`src/rtl/can_rx_pkg.sv`:
```
`timescale 1ns/1ps
// Shared definitions for the CAN receive path: buffer geometry and the buffer
// controller state encoding.
package can_rx_pkg;

  localparam int BUF_DEPTH = 13;
  localparam int MAX_DLC   = 8;

  typedef enum logic [1:0] {
    ST_IDLE = 2'd0,
    ST_RECV = 2'd1,
    ST_CMIT = 2'd2,
    ST_FULL = 2'd3
  } rx_state_t;

endpackage

```
`src/rtl/rx_buf_ctrl.sv`:
```
`timescale 1ns/1ps
// Receive buffer controller: stores frame bytes, validates length against DLC, holds one frame.
// Writes land one cycle after byte_vld; rbs/rx_int two cycles after frm_ok; no backpressure, a held buffer raises dor.
module rx_buf_ctrl #(
  parameter int BUF_DEPTH = can_rx_pkg::BUF_DEPTH,
  parameter int MAX_DLC   = can_rx_pkg::MAX_DLC
) (
  input  logic       clk,
  input  logic       rst,
  input  logic       frm_start,
  input  logic       byte_vld,
  input  logic [7:0] byte_din,
  input  logic       frm_ok,
  input  logic       frm_err,
  input  logic       rel_buf,
  input  logic       clr_dor,
  output logic [3:0] b_addr,
  output logic [7:0] b_din,
  output logic       b_wrn,
  output logic       rbs,
  output logic       dor,
  output logic       rx_int,
  output logic       len_err
);

  import can_rx_pkg::rx_state_t;
  import can_rx_pkg::ST_IDLE;
  import can_rx_pkg::ST_RECV;
  import can_rx_pkg::ST_CMIT;
  import can_rx_pkg::ST_FULL;

  localparam logic [3:0] DEPTH_Q = 4'(BUF_DEPTH);
  localparam logic [3:0] DLC_CAP = 4'(MAX_DLC);

  rx_state_t  state_q, state_d;
  logic [3:0] wptr_q, wptr_d;
  logic [4:0] hdr_q;
  logic [4:0] hdr_cur;
  logic [3:0] dlc_eff;
  logic [3:0] exp_cnt;
  logic [3:0] cnt_fin;
  logic       wr_en;
  logic       hdr_en;
  logic       len_err_d;
  logic       dor_set;

  // A restart or abort in the same cycle wins over the byte strobe.
  assign wr_en  = (state_q == ST_RECV) && byte_vld && !frm_start && !frm_err &&
                  (wptr_q < DEPTH_Q);
  assign hdr_en = wr_en && (wptr_q == 4'd1);

  // The header byte may arrive in the same cycle as frm_ok, so bypass the register.
  always_comb begin
    hdr_cur = hdr_en ? byte_din[4:0] : hdr_q;
    dlc_eff = (hdr_cur[3:0] > DLC_CAP) ? DLC_CAP : hdr_cur[3:0];
    exp_cnt = hdr_cur[4] ? 4'd2 : (4'd2 + dlc_eff);
    cnt_fin = wptr_q + {3'd0, wr_en};
  end

  always_comb begin
    state_d   = state_q;
    wptr_d    = wptr_q;
    len_err_d = 1'b0;
    if (wr_en) begin
      wptr_d = wptr_q + 4'd1;
    end
    case (state_q)
      ST_IDLE: begin
        if (frm_start) begin
          wptr_d  = 4'd0;
          state_d = ST_RECV;
        end
      end
      ST_RECV: begin
        if (frm_start) begin
          wptr_d = 4'd0;
        end else if (frm_err) begin
          state_d = ST_IDLE;
        end else if (frm_ok) begin
          if (cnt_fin == exp_cnt) begin
            state_d = ST_CMIT;
          end else begin
            len_err_d = 1'b1;
            state_d   = ST_IDLE;
          end
        end
      end
      ST_CMIT: begin
        state_d = ST_FULL;
      end
      ST_FULL: begin
        if (rel_buf) begin
          if (frm_start) begin
            wptr_d  = 4'd0;
            state_d = ST_RECV;
          end else begin
            state_d = ST_IDLE;
          end
        end
      end
      default: begin
        state_d = ST_IDLE;
      end
    endcase
  end

  assign dor_set = (state_q == ST_FULL) && frm_ok && !rel_buf;
  assign rbs     = (state_q == ST_FULL);

  always_ff @(posedge clk) begin
    if (rst) begin
      state_q <= ST_IDLE;
      wptr_q  <= 4'd0;
      hdr_q   <= 5'd0;
      b_wrn   <= 1'b1;
      b_addr  <= 4'd0;
      b_din   <= 8'd0;
      dor     <= 1'b0;
      rx_int  <= 1'b0;
      len_err <= 1'b0;
    end else begin
      state_q <= state_d;
      wptr_q  <= wptr_d;
      if (hdr_en) begin
        hdr_q <= byte_din[4:0];
      end
      b_wrn <= ~wr_en;
      if (wr_en) begin
        b_addr <= wptr_q;
        b_din  <= byte_din;
      end
      // Set dominates a simultaneous clear.
      dor     <= dor_set | (dor & ~clr_dor);
      rx_int  <= (state_q == ST_CMIT);
      len_err <= len_err_d;
    end
  end

endmodule

```
`config.mk`:
```
export PLATFORM = sky130hd
export DESIGN_NAME = rx_buf_ctrl
export DESIGN_NICKNAME = d
export VERILOG_FILES = /design/src/rtl/can_rx_pkg.sv /design/src/rtl/rx_buf_ctrl.sv
export SDC_FILE = /design/constraint.sdc
export NUM_CORES = 1
export LEC_CHECK = 0
export BUFFER_PORTS_ARGS = -buffer_cell sky130_fd_sc_hd__clkbuf_2
export CORE_UTILIZATION = 40
export DETAILED_ROUTE_END_ITERATION = 12
export GPL_TIMING_DRIVEN = 0
export MAX_ROUTING_LAYER = met4
export PLACE_DENSITY = 0.61
export SLEW_MARGIN = 20
export SYNTH_ARGS = -nofsm -noshare
export SYNTH_HDL_FRONTEND = slang
export SYNTH_SLANG_ARGS = --single-unit
```
`constraint.sdc`:
```
create_clock -name clk -period 3.4 [get_ports clk]
set_input_delay 0.17 -clock clk [delete_from_list [all_inputs] [get_ports clk]]
set_output_delay 0.17 -clock clk [all_outputs]
set_load 0.02 [all_outputs]
```
Word level (Yosys, flattened, before mapping):

Cells that the tools add are included.

* flip-flop bits (word level): 27
* input bits: 16
* word-level logic and storage cells: 59

* add/sub/neg operators: 3
* $lt $le $gt $ge: 2
* equal/unequal tests: 9
* mux-type cells: 16
* bitwise logic cells: 6
* reduce and logical (&&, ||, !) cells: 14

Operators by type and width (number)
* 2-to-1 mux 4 bit: 5
* 2-to-1 mux 2 bit: 6
* one-hot mux 2 bit (4 select lines): 1
* one-hot mux 4 bit (2 select lines): 1
* logical AND 1 bit: 7
* != test 2 bit, second input constant: 3
* 2-to-1 mux 5 bit: 1
* OR reduction 5 bit: 1
* adder 2 x 4 -> 4 bit, first input constant: 1
* adder 4 x 1 -> 4 bit: 1
* adder 4 x 1 -> 4 bit, second input constant: 1
* == test 2 bit, second input constant: 2
* == test 4 x 1 -> 1 bit, second input constant: 1
* == test 4 bit: 1
* > comparator 4 bit, second input constant: 1
* less-than comparator 4 bit, second input constant: 1
* inverter 1 bit: 4
* AND reduction 4 bit: 1
* logical NOT 1 bit: 3
* != test 3 bit, second input constant: 1
* == test 2 x 1 -> 1 bit, second input constant: 1
* logical NOT 2 bit: 1
* 2-to-1 mux 1 bit: 2
* OR reduction 2 bit: 1
* 2 further kinds: 2

Logic depth before layout (Yosys ltp):

* depth in word-level cells: 17
* gate-level depth with buffers: 13

Worst setup path before layout:

Ideal clock, no wire load.

* path kind: register -> register
* from: reg wptr_q[1]
* to: reg (tool-made name)
* library setup time: 60 ps
* data arrival time: 2784 ps
* data required time: 3340 ps
* path slack: 555 ps
* cell stages (with the launch flop): 11
* buffers on the path: 0
* period minus slack after synthesis: 2845 ps
* path through: dfxtp_1 -> inv_1 -> ha_1 -> or4bb_1 -> nor4b_4 -> or2_2 -> ha_1 -> or3_1 -> a211o_1 -> a311oi_2 -> a41o_1

RTL lines
* start: declaration: RTL line rx_buf_ctrl.sv:36 `logic [3:0] wptr_q, wptr_d;`
* start signal: assignment: RTL line rx_buf_ctrl.sv:123 `wptr_q <= wptr_d;`

==> results.md <==
- Post-route clock period utilization: 95.1%
- Fmax: 309 MHz
- Worst path required time: 3.68 ns
- Cell Int Power: 380 µW
- Pwr Density: 313 mW/mm²
- Antenna diodes: 0
- Critical path startpoint category: flop
- Width of the die: 60.0 µm
- Post-route ant nets: 0
- Post-DP HPWL: 2.40 mm
- Setup TNS: 0 ns
- Total grt overflow: 0
- Max Cap Viol: 0
- Ys async rst share: 0%
- Final Hold Viols: 0
- Clock share of power: 28.0%
- Net Switching: around 120 µW
- Sequential share of power: 64.4%
- Mapped Avg Cell Area: 8.45 µm²
- Worst-path clk slew: 0.14 ns
- Vias in the first global route: approximately 1100
- CP max FO: 6
- Most used cell, CP: ha_1
- Design area: 0.00159 mm²
- Peak VDD IR: about 0.25 mV
- FF-to-FF Start: wptr_q[0]
- Reg2reg path depth: 9
- DRC: 0
- Total track usage: 19.0%
- Hold-fix buffers at CTS: 0
- Status: finished, final reports clean
- # nets final: between 200 and 250
- CP arrival: 3.51 ns
- Synth Cell Area: ~0.0013 mm²
- DP Area: 0.00156 mm²
- Crit Path Category: reg2reg
- Post-Layout Cell Count: 240
- Critical-path top delay cell: or4bb_1
- Setup slack, reg-to-reg: 0.17 ns
- CP max stage delay: approximately 0.5 ns
- Clk_lat worst skew: 0.33 ns
- Vias/cell: 5.05
- Hold Path Class: in2reg
- Clk root buf: clkbuf_4
- Least-Margin Pin Slew: a little under 0.5 ns
- 1st-iter DRT viols: 17
- Area Overhead vs Synth: 18.5%
- Final worst clock skew: 0.00284 ns
- CTS tree: yes
- TritonCTS buffer count: 3
- Net Sw Frac: 23.8%
- Logic pwr share: 7.6%
- Detailed-route via count: 1213
- EDFF count, synth: 0
- Seq/Total Area, Yosys: about two fifths
- Syn Inst Count: between 150 and 200
- Largest net degree at the start of global routing: 15
- RSZ-0062 raised after global routing: no
- Ys flop type: dfxtp_1
- CTS max path bufs: 2
- Initial core utilization: 43.0%
- Row count: 20
- Post-synthesis sequential element count: 27
- Yosys warns: 0
- Pleak: between 0.0006 and 0.0007 µW
- Inst Count DP: 235
- DR WL/cell: roughly 13 µm
- Yosys top cell area share: 40.2%
- CP Launch Point: wptr_q[0]
- Initial antenna violation count: 0
- WL final: roughly 3.0 mm
- Crit path cell chain: ha_1 -> or4bb_1 -> nor4b_4 -> or2_2 -> ha_1 -> or3_1 -> a211o_1 -> a311oi_2 -> a41o_1
- CORE AREA: 0.00313 mm²
- Share of layout cells above drive strength 1: ~25%
- Top cells by count, synth: nand2_1 (38), dfxtp_1 (27), a21oi_1 (20), nor2_1 (9)
- Max transition margin: between 60% and 70%
- Unique cell type count in the Yosys netlist: 38
- CP Capture Type: flop
- First-pass GRT wire length: 4.87 mm
- IO Count: 33
- GP Congestion: between 0.8 and 0.9
- Yosys top cell by area: dfxtp_1
- Syn_nets: 181
- Die footprint: about 0.0036 mm²
- Port Buffer Count: 32
- H-tree depth: 1
- Slew Viols, Final: 0
- Pre-antenna DRT Iters: 4
- DIE HEIGHT: 60.0 µm
- Crit path time final: 3.23 ns
- Synth top area cells: dfxtp_1 (40%), nand2_1 (11%), a21oi_1 (7.4%), ha_1 (5.6%), nor4b_4 (3.5%)
- Clk sink count: 27
- Top-count cell post-synth: nand2_1
- Final setup fails: 0
[cell usage in the layout, fill, tap and decap left out, types with 2 or more instances in the layout]
| cell type | Yosys | routed |
|---|---|---|
| nand2b_1 | 3 | 3 |
| o21ai_0 | 2 | 2 |
| nor2_1 | 9 | 9 |
| and2_2 | 2 | 2 |
| clkbuf_4 | 0 | 3 |
| clkbuf_2 | 0 | 32 |
| nand2_1 | 38 | 38 |
| clkbuf_1 | 3 | 4 |
| xor2_1 | 3 | 3 |
| nor4b_4 | 2 | 2 |
| inv_1 | 6 | 6 |
| dfxtp_1 | 27 | 27 |
| nor3_1 | 2 | 2 |
| nand3b_1 | 2 | 2 |
| xnor2_1 | 5 | 5 |
| ha_1 | 6 | 6 |
| a21oi_1 | 20 | 20 |
| nor4_1 | 2 | 2 |
| nand3_1 | 6 | 6 |
[worst min-delay path by stage]
| stage | from | end | slack [ns] | depth (start not counted) |
|---|---|---|---|---|
| finish | byte_din[5] | b_din[5] | 0.05 | 3 |
| global route | byte_din[5] | b_din[5] | 0.03 | 3 |
| CTS | byte_din[5] | b_din[5] | 0.04 | 3 |
| detailed placement | byte_din[5] | b_din[5] | 0.41 | 3 |
| global placement | byte_din[5] | b_din[5] | 0.39 | 3 |
| floorplan | frm_start | state_q[0] | 0.29 | 2 |
[flip-flops by register name (all words and copies together) (netlist names), named ones only]
register	flops
wptr_q	4
dor	1
state_q	1
rx_int	1
hdr_q	5
b_din	8
len_err	1
b_addr	4
b_wrn	1
[timing repair]
item | in CTS | in global routing
resized for setup | 0 | 1
buffers inserted | 1 | 0
setup endpoints to repair | 1 | 2
[critical path, delay by kind of cell (launching register included)]
kind                       cells  cell delay (ns)
and+or+nand+nor                4             1.38
AOI/OAI and AO/OA              3             0.88
DFF                            1             0.47
adders and majority gates      2             0.45
[layer usage]
layer	routed length (µm)	global-route usage, %	vias up
li1	-	-	618
met5	0	-	-
met2	1600	36.0	22
met4	10	2.99	0
met3	114	4.76	2
met1	1320	19.8	571
[cells by family after synthesis]
group	after synthesis	synth area share [%]
multiplexers	1	0.745
flip-flops	27	40.2
AND/OR/NAND/NOR	76	31.1
AO/OA/AOI/OAI	29	13.0
XOR/XNOR	8	5.21
buffers and inverters	12	4.10
adder cells (fa/ha/maj)	6	5.59
[layout make-up]
| class | count | area [µm²] |
|---|---|---|
| Buffer | 5 | 28.8 |
| Timing Repair Buffer | 33 | 168 |
| Clock buffer | 4 | 26.3 |
| Inverter | 7 | 26.3 |
| Sequential cell | 27 | 541 |
| Multi-Input combinational cell | 120 | 748 |
| Tap cell | 44 | 55.1 |
| Fill cell | 312 | 1540 |
[per-stage QoR]
stage / total power (µW) / hold WS (ns) / util [%] / setup WS (ns)
after CTS: 504 / 0.0414 / 50.9 / 0.100
after floorplan: 345 / 0.291 / - / 0.555
after global routing: 523 / 0.0307 / 50.9 / 0.0253
after detailed placement: 366 / 0.408 / 49.8 / 0.00108
after global placement: 364 / 0.394 / 49.8 / 0.0663
final: 499 / 0.0468 / 50.9 / 0.166
[power groups by stage]
| stage | Clock [µW] | Combinational, µW | Sequential (µW) |
|---|---|---|---|
| 4_1_cts | 144 | 38.3 | 321 |
| 2_1_floorplan | 0 | 15.6 | 329 |
| 3_3_place_gp | 0 | 36.4 | 328 |
| 5_1_grt | 160 | 41.3 | 322 |
| 3_5_place_dp | 0 | 37.6 | 328 |
| 6_report | 140 | 37.9 | 321 |
No activity file was read; power rests on OpenSTA's default activity.
